===== src/rtl/multi_issue_decode_stage.sv =====
// Multi-issue decode stage: decodes up to LANES fetch-buffer instructions per
// cycle, truncates the group at the first exception/fence/branch lane, and
// registers the surviving lanes into a one-deep output stage. A small FSM
// serialises fences (wait for an empty pipeline) and parks on exceptions
// until the pipeline is flushed.
//
// Handshake: the fetch buffer presents a contiguous valid_i mask from lane 0.
// A group is taken when ready_o & valid_i[0]; in that same cycle consumed_o
// tells the fetch buffer how many lanes to pop (0 whenever nothing is taken).
// Downstream signals stall_i when it cannot take the registered packet; an
// empty output register still fills while stall_i is high.
package mids_pkg;

  typedef enum logic [1:0] {
    RUN        = 2'd0,
    FENCE_WAIT = 2'd1,
    EXC_HOLD   = 2'd2
  } decode_state_e;

  typedef struct packed {
    logic alu;
    logic bru;
    logic lsu;
    logic csr;
  } exu_valid_t;

  typedef struct packed {
    logic [2:0] funct3;
    logic       alt;
  } exu_uop_t;

  // One decoded lane; also the layout of each lane of the output register.
  typedef struct packed {
    logic             valid;
    logic [31:0]      addr;
    logic             compressed;
    logic [1:0][31:0] imm;
    logic [1:0]       imm_valid;
    logic [1:0][4:0]  src;
    logic [4:0]       dest;
    logic             branch;
    logic             link;
    logic             memory;
    logic             fence;
    logic [1:0]       addr_op;  // bit0: PC is the base, bit1: immediate offset
    exu_valid_t       exu_valid;
    exu_uop_t         exu_uop;
    logic             exc;
    logic [4:0]       exc_vec;
  } lane_pkt_t;

  localparam logic [4:0] EXC_ILLEGAL = 5'd2;
  localparam logic [4:0] EXC_BREAK   = 5'd3;
  localparam logic [4:0] EXC_ECALL_U = 5'd8;
  localparam logic [4:0] EXC_ECALL_M = 5'd11;

  // RV32I integer decoder for one lane (compressed forms arrive expanded).
  function automatic lane_pkt_t integer_decoder(input logic [31:0] i, input logic [31:0] pc,
                                                input logic comp, input logic priv);
    lane_pkt_t   p;
    logic [4:0]  rd, rs1, rs2;
    logic [2:0]  f3;
    logic [6:0]  f7;
    logic [31:0] imm_i, imm_s, imm_b, imm_u, imm_j, ret;
    logic        ill;
    rd    = i[11:7];
    rs1   = i[19:15];
    rs2   = i[24:20];
    f3    = i[14:12];
    f7    = i[31:25];
    imm_i = {{20{i[31]}}, i[31:20]};
    imm_s = {{20{i[31]}}, i[31:25], i[11:7]};
    imm_b = {{19{i[31]}}, i[31], i[7], i[30:25], i[11:8], 1'b0};
    imm_u = {i[31:12], 12'b0};
    imm_j = {{11{i[31]}}, i[31], i[19:12], i[20], i[30:21], 1'b0};
    ret   = pc + (comp ? 32'd2 : 32'd4);
    p = '0;
    ill = 1'b0;
    p.valid = 1'b1;
    p.addr = pc;
    p.compressed = comp;
    p.exu_uop.funct3 = f3;
    case (i[6:0])
      7'b0110111: begin  // LUI
        p.dest = rd; p.imm[0] = imm_u; p.imm_valid = 2'b01; p.addr_op = 2'b10; p.exu_valid.alu = 1'b1;
      end
      7'b0010111: begin  // AUIPC
        p.dest = rd; p.imm[0] = imm_u; p.imm_valid = 2'b01; p.addr_op = 2'b11; p.exu_valid.alu = 1'b1;
      end
      7'b1101111: begin  // JAL
        p.dest = rd; p.imm[0] = imm_j; p.imm[1] = ret; p.imm_valid = 2'b11; p.addr_op = 2'b11;
        p.branch = 1'b1; p.link = (rd != 5'd0); p.exu_valid.bru = 1'b1;
      end
      7'b1100111: begin  // JALR
        ill = (f3 != 3'd0);
        p.src[0] = rs1; p.dest = rd; p.imm[0] = imm_i; p.imm[1] = ret; p.imm_valid = 2'b11;
        p.addr_op = 2'b10; p.branch = 1'b1; p.link = (rd != 5'd0); p.exu_valid.bru = 1'b1;
      end
      7'b1100011: begin  // conditional branches
        ill = (f3 == 3'd2) || (f3 == 3'd3);
        p.src[0] = rs1; p.src[1] = rs2; p.imm[0] = imm_b; p.imm_valid = 2'b01;
        p.addr_op = 2'b11; p.branch = 1'b1; p.exu_valid.bru = 1'b1;
      end
      7'b0000011: begin  // loads
        ill = (f3 == 3'd3) || (f3 == 3'd6) || (f3 == 3'd7);
        p.src[0] = rs1; p.dest = rd; p.imm[0] = imm_i; p.imm_valid = 2'b01;
        p.addr_op = 2'b10; p.memory = 1'b1; p.exu_valid.lsu = 1'b1;
      end
      7'b0100011: begin  // stores
        ill = (f3 > 3'd2);
        p.src[0] = rs1; p.src[1] = rs2; p.imm[0] = imm_s; p.imm_valid = 2'b01;
        p.addr_op = 2'b10; p.memory = 1'b1; p.exu_valid.lsu = 1'b1;
      end
      7'b0010011: begin  // ALU with immediate
        ill = ((f3 == 3'd1) && (f7 != 7'd0)) ||
              ((f3 == 3'd5) && (f7 != 7'd0) && (f7 != 7'b0100000));
        p.src[0] = rs1; p.dest = rd; p.imm[0] = imm_i; p.imm_valid = 2'b01;
        p.exu_uop.alt = (f3 == 3'd5) && i[30]; p.exu_valid.alu = 1'b1;
      end
      7'b0110011: begin  // ALU register-register
        ill = !((f7 == 7'd0) || ((f7 == 7'b0100000) && ((f3 == 3'd0) || (f3 == 3'd5))));
        p.src[0] = rs1; p.src[1] = rs2; p.dest = rd; p.exu_uop.alt = i[30]; p.exu_valid.alu = 1'b1;
      end
      7'b0001111: begin  // FENCE / FENCE.I
        ill = (f3 > 3'd1);
        p.fence = 1'b1; p.exu_valid.lsu = 1'b1;
      end
      7'b1110011: begin  // SYSTEM
        if (f3 == 3'd0) begin
          if (i[31:20] == 12'h000 && rs1 == 5'd0 && rd == 5'd0) begin
            p.exc = 1'b1; p.exc_vec = priv ? EXC_ECALL_M : EXC_ECALL_U;
          end else if (i[31:20] == 12'h001 && rs1 == 5'd0 && rd == 5'd0) begin
            p.exc = 1'b1; p.exc_vec = EXC_BREAK;
          end else begin
            ill = 1'b1;
          end
        end else if (f3 == 3'd4) begin
          ill = 1'b1;
        end else begin
          p.dest = rd; p.src[0] = f3[2] ? 5'd0 : rs1;
          p.imm[0] = {20'd0, i[31:20]}; p.imm[1] = {27'd0, rs1};
          p.imm_valid = {f3[2], 1'b1}; p.exu_valid.csr = 1'b1;
        end
      end
      default: ill = 1'b1;
    endcase
    if (ill) begin
      p.exc = 1'b1;
      p.exc_vec = EXC_ILLEGAL;
    end
    // An excepting lane never issues and outranks its own fence/branch role.
    if (p.exc) begin
      p.exu_valid = '0;
      p.fence = 1'b0;
      p.branch = 1'b0;
      p.link = 1'b0;
    end
    return p;
  endfunction

endpackage

module multi_issue_decode_stage
  import mids_pkg::*;
#(
  parameter int LANES = 2,
  parameter int CNT_W = $clog2(LANES + 1)
) (
  input  logic                         clk_i,
  input  logic                         rst_n_i,
  input  logic [LANES-1:0]             valid_i,
  input  logic [LANES-1:0][31:0]       instr_i,
  input  logic [LANES-1:0][31:0]       instr_address_i,
  input  logic [LANES-1:0]             compressed_i,
  input  logic                         priv_level_i,
  input  logic                         stall_i,
  input  logic                         flush_i,
  input  logic                         pipeline_empty_i,
  output logic                         ready_o,
  output logic [CNT_W-1:0]             consumed_o,
  output logic [LANES-1:0]             valid_o,
  output logic [LANES-1:0][31:0]       instr_address_o,
  output logic [LANES-1:0]             compressed_o,
  output logic [LANES-1:0][1:0][31:0]  immediate_o,
  output logic [LANES-1:0][1:0]        imm_valid_o,
  output logic [LANES-1:0][1:0][4:0]   reg_src_o,
  output logic [LANES-1:0][4:0]        reg_dest_o,
  output logic [LANES-1:0]             branch_o,
  output logic [LANES-1:0]             link_o,
  output logic [LANES-1:0]             memory_o,
  output logic [LANES-1:0]             fence_o,
  output logic [LANES-1:0][1:0]        address_operand_o,
  output exu_valid_t [LANES-1:0]       exu_valid_o,
  output exu_uop_t [LANES-1:0]         exu_uop_o,
  output logic [LANES-1:0]             exception_generated_o,
  output logic [LANES-1:0][4:0]        exception_vector_o,
  output decode_state_e                state_o
);

  decode_state_e               state_q;
  lane_pkt_t [LANES-1:0]       out_q;
  lane_pkt_t [LANES-1:0]       next_pkt;
  logic [CNT_W-1:0]            cnt;
  logic                        found;
  logic                        trunc_exc;
  logic                        trunc_fence;
  logic                        out_any;
  logic                        accept;

  // Decode every lane and keep lanes up to and including the first one that
  // must end the group (exception, fence or branch).
  always_comb begin
    next_pkt    = '0;
    cnt         = '0;
    found       = 1'b0;
    trunc_exc   = 1'b0;
    trunc_fence = 1'b0;
    for (int l = 0; l < LANES; l++) begin
      lane_pkt_t d;
      d = integer_decoder(instr_i[l], instr_address_i[l], compressed_i[l], priv_level_i);
      if (valid_i[l] && !found) begin
        next_pkt[l] = d;
        cnt = cnt + CNT_W'(1);
        if (d.exc || d.fence || d.branch) begin
          found       = 1'b1;
          trunc_exc   = d.exc;
          trunc_fence = d.fence;
        end
      end
    end
  end

  assign out_any    = |valid_o;
  assign ready_o    = (state_q == RUN) && !flush_i && (!stall_i || !out_any);
  assign accept     = ready_o && valid_i[0];
  assign consumed_o = accept ? cnt : '0;
  assign state_o    = state_q;

  for (genvar g = 0; g < LANES; g++) begin : g_out
    assign valid_o[g]               = out_q[g].valid;
    assign instr_address_o[g]       = out_q[g].addr;
    assign compressed_o[g]          = out_q[g].compressed;
    assign immediate_o[g]           = out_q[g].imm;
    assign imm_valid_o[g]           = out_q[g].imm_valid;
    assign reg_src_o[g]             = out_q[g].src;
    assign reg_dest_o[g]            = out_q[g].dest;
    assign branch_o[g]              = out_q[g].branch;
    assign link_o[g]                = out_q[g].link;
    assign memory_o[g]              = out_q[g].memory;
    assign fence_o[g]               = out_q[g].fence;
    assign address_operand_o[g]     = out_q[g].addr_op;
    assign exu_valid_o[g]           = out_q[g].exu_valid;
    assign exu_uop_o[g]             = out_q[g].exu_uop;
    assign exception_generated_o[g] = out_q[g].exc;
    assign exception_vector_o[g]    = out_q[g].exc_vec;
  end

  // Output register and serialisation FSM; flush beats stall, waits and accepts.
  always_ff @(posedge clk_i or negedge rst_n_i) begin
    if (!rst_n_i) begin
      state_q <= RUN;
      out_q   <= '0;
    end else if (flush_i) begin
      state_q <= RUN;
      out_q   <= '0;
    end else begin
      if (accept) begin
        out_q <= next_pkt;
        if (trunc_exc) state_q <= EXC_HOLD;
        else if (trunc_fence) state_q <= FENCE_WAIT;
      end else if (!stall_i || !out_any) begin
        out_q <= '0;
      end
      if (state_q == FENCE_WAIT && pipeline_empty_i && !out_any && !stall_i) state_q <= RUN;
    end
  end

endmodule


===== config.mk =====
export PLATFORM = sky130hd
export DESIGN_NAME = multi_issue_decode_stage
export DESIGN_NICKNAME = d
export VERILOG_FILES = /design/src/rtl/multi_issue_decode_stage.sv
export SDC_FILE = /design/constraint.sdc
export NUM_CORES = 1
export LEC_CHECK = 0
export CORE_ASPECT_RATIO = 1.4
export CORE_MARGIN = 8
export CORE_UTILIZATION = 45
export CTS_BUF_LIST = sky130_fd_sc_hd__clkbuf_2 sky130_fd_sc_hd__clkbuf_4 sky130_fd_sc_hd__clkbuf_8
export CTS_CLUSTER_SIZE = 10
export DETAILED_ROUTE_END_ITERATION = 10
export PLACE_DENSITY = 0.79
export SYNTH_ARGS = -nofsm -noshare
export SYNTH_HDL_FRONTEND = slang
export SYNTH_SLANG_ARGS = --single-unit
export TNS_END_PERCENT = 1

===== constraint.sdc =====
create_clock -name clk_i -period 5.1 [get_ports clk_i]
set_input_delay 0.51 -clock clk_i [delete_from_list [all_inputs] [get_ports clk_i]]
set_output_delay 0.51 -clock clk_i [all_outputs]
set_load 0.02 [all_outputs]

Word level (Yosys, flattened, before mapping). Cells that the tools add are included.

Flip-flop bits (word level): 272. Logic and storage cells: 285.

Add/sub/neg operators: 3. $lt $le $gt $ge: 4. Eq/ne operators: 43. Mux-type cells: 94. Reductions and logical operators: 96.

Operators with widths (count): $mux W270 (3); $pmux W34 S7 (2); $mux W135 (2); $mux W39 (4); $pmux W32 S2 (2); $add A32 B3 Y32 (2); $mux W6 (10); $eq A7 B6 Y1 const B (8); $eq A7 B7 Y1 const B (8); $mux W10 (4); $pmux W5 S2 (4); $mux W1 (39); $reduce_or A3 Y1 (10); $eq A7 B5 Y1 const B (4); $logic_and A1 B1 Y1 (25); $eq A12 B1 Y1 const B (2); $eq A3 B3 Y1 const B (8); $logic_not A12 Y1 (2); $logic_not A5 Y1 (4); $mux W2 (10); $mux W5 (4); $pmux W1 S9 (2); $reduce_or A2 Y1 (9); $logic_or A1 B1 Y1 (17); other kinds (25) (55).

Depth between registers and ports, before layout.
Depth in word-level cells: 21. Gate-level depth with buffers: 10. Gate-level depth less buffers: 9.

Least setup slack after synthesis. OpenSTA, ideal clock, no wires.

Kind: input to output. Start point: in instr_i[6] in the netlist's numbering. End point: out consumed_o[0]. Arrival time: 2.423 ns. Required time: 4.590 ns. Slack: 2.167 ns. Cell stages on the path: 10. Path buffers: 1. Path through: buf_2 > nor3_1 > nand2_1 > o31ai_2 > nor2_1 > nand3_1 > o21ai_0 > and2_1 > ha_1 > and3_1.

Longest elaborated chain between the ends: 13.

Ends and longest elaborated chain: start: declaration (line 172) `input logic [LANES-1:0][31:0] instr_i,`; $eq A7 B7 Y1 (tied with other cells) (line 83) `case (i[6:0])`; $reduce_or A3 Y1 (no line); $pmux W1 S9 (line 83); $mux W6 (line 147) `if (ill) begin`; $mux W1 (line 152) `if (p.exc) begin`; $logic_or A1 B1 Y1 (line 224) `if (d.exc || d.fence || d.branch) begin`; $logic_or A1 B1 Y1 * (line 224); $mux W1 * (line 224); $mux W1 * (line 221) `if (valid_i[l] && !found) begin`; $logic_not A1 Y1 * (line 221); $logic_and A1 B1 Y1 * (line 221); $mux W2 * (line 221); $mux W2 * (line 236) `assign consumed_o = accept ? cnt : '0;`; end: declaration (line 180) `output logic [CNT_W-1:0] consumed_o,`.

Every way passes the cells marked *; elsewhere a longest branch is shown, timed or not.

Worst setup path after layout.
Start point: in instr_i[3] in the netlist's numbering. End point: out consumed_o[0].

The elaborated chain is that of the path after synthesis.

==> summary.md <==
| Metric | Value |
|---|---|
| Final RePlAce weighted congestion | `0.9232` |
| Total number of vias | `~11000` |
| Mean post-synth cell area | `9.953 um^2` |
| Average via count per standard cell | `5.593` |
| Result of the run | `completed` |
| Number of hold violations in the final report | `0` |
| Net count reported at finish | `1764` |
| Class of the tightest hold or removal check | `flop to flop` |
| Most common cell in the synthesized netlist | `sky130_fd_sc_hd__dfrtp_1` |
| Total Power | `between 0.004 and 0.005 W` |
| Critical Path Source | `instr_i[3]` |
| Wire length reported by the detailed router | `about 44000 um` |
| Maximum clock insertion buffer count | `3` |
| Worst Setup End Kind | `primary output` |
| GRT Overall Usage | `26.16%` |
| Horiz. Die Dim | `155.3 um` |
| Post-synthesis to final-layout area growth | `42.75%` |
| Maximum number of pins on one net before global-route repair | `~120` |
| Data required time at the worst endpoint | `between 4 and 5 ns` |
| Post-placement setup slack | `around 0.68 ns` |
| Largest area contributor in the netlist | `sky130_fd_sc_hd__dfrtp_1` |
| Std-Cell Core Area | `26830 um^2` |
| TritonCTS clock tree | `yes` |
| Origin of the worst min-delay path | `immediate_o[57]` |
| Final sum of negative setup slack | `0 ns` |
| Number of max-slew violations in the final report | `0` |
| Critical Path Sink | `consumed_o[0]` |
| Total placed instance area | `16590 um^2` |
| Sequential cell area | `6656 um^2` |
| Worst-case setup margin in the final layout | `0.6246 ns` |
| Unique cell type count in the Yosys netlist | `65` |
| Minimum clock period | `4.475 ns` |
| Met1 GRT Util | `29.73%` |
| Mapped cell area | `12220 um^2` |
| Reg2reg start | `valid_o[0]` |
| Drt first-iter violations | `827` |
| RSZ-0062 raised after global routing | `false` |
| Flop2flop setup slack | `1.70 ns` |
| Aggregate global routing overflow | `0` |
| Met3 usage | `5.467%` |
| EDFF count, synth | `0` |
| Detailed-routing iteration count for the pre-antenna-repair pass | `7` |
| Maximum level of the CTS H-tree | `2` |
| Clock transition at the registers of the reported paths | `roughly 0.06 ns` |
| Biggest fanout along the worst timing path | `11` |
| Headroom to the max-slew limit | `19.54%` |
| Antenna fix cells | `0` |
| Power density over cell area | `257.1 nW/um^2` |
| Endpoint arrival time on the critical path | `3.97 ns` |
| Post-route insts no fill | `~2000` |
| Largest voltage drop on the vdd net | `0.2043 mV` |
| Final worst path period share | `87.75%` |
| Global-route wire length before repair | `67110 um` |
| Layout Skew | `0.02173 ns` |
| Area occupied by multi-input gates | `approximately 5200 um^2` |
| Number of buffers added to fix hold violations after cts | `1` |
| Vert. Die Dim | `211.0 um` |
| Ranking of synthesized cells by instance count | `266 x sky130_fd_sc_hd__dfrtp_1, 195 x sky130_fd_sc_hd__nand2_1, 128 x sky130_fd_sc_hd__o21ai_0` |
| Post-DP HPWL | `between 30000 and 40000 um` |
| Post-route antenna net violation count | `0` |
| Worst Setup Path Type | `input port to primary output` |
| Effective utilization at floorplan | `a little under half` |
| Placed Instances | `1938` |
| Fraction of final layout cells sized beyond drive strength 1 | `6.079%` |
| Cell types with the largest area share after synthesis | `sky130_fd_sc_hd__dfrtp_1 54%, sky130_fd_sc_hd__a22o_1 8.2%, sky130_fd_sc_hd__nand2_1 6.0%` |
| Post-synth top area share | `54.46%` |
| Number of post-CTS setup repair buffers | `0` |
| Async set-or-reset flop fraction in the synthesized netlist | `100.0%` |
| Root buf cell | `sky130_fd_sc_hd__clkbuf_8` |
| Worst-Skew Late Latency | `0.57 ns` |
| Resize count post-CTS | `0` |
| Portion of the post-synthesis area used by sequential elements | `54.46%` |
| Number of global-route vias before repair | `11474` |
| DRC errors left | `0` |
| Final non-filler cell area | `17450 um^2` |
| Total leakage power | `~7 nW` |
| Flip-flop and latch count after synthesis | `266` |
| Num ports | `413` |
| Worst Setup Start Kind | `input port` |
| Post-synth top flop | `sky130_fd_sc_hd__dfrtp_1` |
| Count of buffers from port buffering | `408` |
| CTS Sinks | `266` |
| Floorplan die area | `approximately 33000 um^2` |
| Met2 track utilization from global routing | `45.93%` |
| Count of synthesis-stage warnings from yosys | `0` |
| Gate count after technology mapping | `1228` |
| Highest achievable clock rate | `0.2234 GHz` |
| Worst R2R End | `reg_src_o[18]` |
| TritonCTS Buffers | `43` |
| Most used routing layer | `met2` |
| Final setup violation count | `0` |
| Post-DR wirelength/cell | `21.87 um` |
| Number of cells traversed by the worst register-to-register path | `8` |
| Number of filler instances in the final layout | `2209` |
| Slew at the pin closest to its max-slew limit | `1.204 ns` |
| Total of max-cap violations | `0` |
| Number of antenna violations at the first check in global routing | `0` |
| Total number of placement rows | `71` |
## through the flow
step | util (%) | hold WS (ns)
floorplan | - | 0.2144
global placement | 61.85 | 0.4595
detailed placement | 61.85 | 0.4653
CTS | 65.03 | 0.4817
global route | 65.03 | 0.4984
finish | 65.03 | 0.4763
## cells by family (layout without fill, tap and decap cells)
group / count (synthesis) / in the layout / share of synthesized area, %
AO/OA/AOI/OAI: 389 / 389 / 21.31
XOR/XNOR: 60 / 60 / 4.300
adder cells (fa/ha/maj): 7 / 7 / 0.8395
buffers and inverters: 96 / 510 / 3.307
flip-flops: 266 / 266 / 54.46
other: 1 / 4 / 0.03068
AND/OR/NAND/NOR: 409 / 409 / 15.75
## worst min-delay path by stage
stage                                      end  slack (ns)  cells past startpoint
final                          immediate_o[57]        0.48                      2
after global routing            immediate_o[2]        0.50                      2
after CTS                       exu_valid_o[0]        0.48                      2
after detailed placement        exu_valid_o[7]        0.47                      2
after global placement         immediate_o[81]        0.46                      2
after floorplan           address_operand_o[0]        0.21                      0
## cell type report
cell class	instances	area share, %
Sequential cell	266	38.15
Multi-Input combinational cell	869	29.75
Inverter	17	0.3657
Tap cell	365	2.618
Clock buffer	68	4.755
Timing Repair Buffer	422	24.27
Clock inverter	3	0.08606
## critical path, stage by stage
cell	delay (ns)
sky130_fd_sc_hd__clkdlybuf4s50_1	0.73
sky130_fd_sc_hd__or3b_1	0.45
sky130_fd_sc_hd__nand2_1	0.08
sky130_fd_sc_hd__a2bb2oi_1	0.08
sky130_fd_sc_hd__a311oi_1	0.46
sky130_fd_sc_hd__nand3_1	0.27
sky130_fd_sc_hd__o21ai_0	0.19
sky130_fd_sc_hd__and2_1	0.22
sky130_fd_sc_hd__ha_1	0.27
sky130_fd_sc_hd__and3_1	0.17
sky130_fd_sc_hd__clkdlybuf4s50_1	0.53
## flip-flops by register name, indices dropped and copies added, names as in the netlist, 4 cells and up
| name | flops |
|---|---|
| exu_uop_o | 8 |
| imm_valid_o | 4 |
| exu_valid_o | 6 |
| reg_dest_o | 10 |
| reg_src_o | 20 |
| address_operand_o | 4 |
| immediate_o | 128 |
| instr_address_o | 64 |
| exception_vector_o | 6 |
## layout by cell type (no fill, tap or decap), drive strengths merged, types with 3 or more instances in the layout
cell type and count:
and4 7, nor4 14, nor3 29, or3 6, o21ai 153, and3 10, clkinv 3, nand4 15
xnor2 29, nand3 37, and2 6, clkbuf 68, nand2b 7, a21o 6, o31ai 6, nand2 195
dfrtp 266, a32o 8, a22o 115, ha 5, o41ai 4, a21oi 57, or4 3, inv 17
a22oi 17, a211oi 3, nor2 62, conb 4, buf 14, xor2 31, nor2b 8, clkdlybuf4s50 407
## per-layer routing
layer	up-vias	wire length, um
met5	-	0
met4	0	2085
met3	107	2913
met2	456	22540
met1	5473	16420
li1	5206	-
## where the power goes
group	total (W)	switching [W]	internal [W]
clock	0.00187	0.000844	0.00102
combinational	0.000478	0.000281	0.000197
sequential	0.00214	0.0000115	0.00213
(Power assumes the default switching activity.)
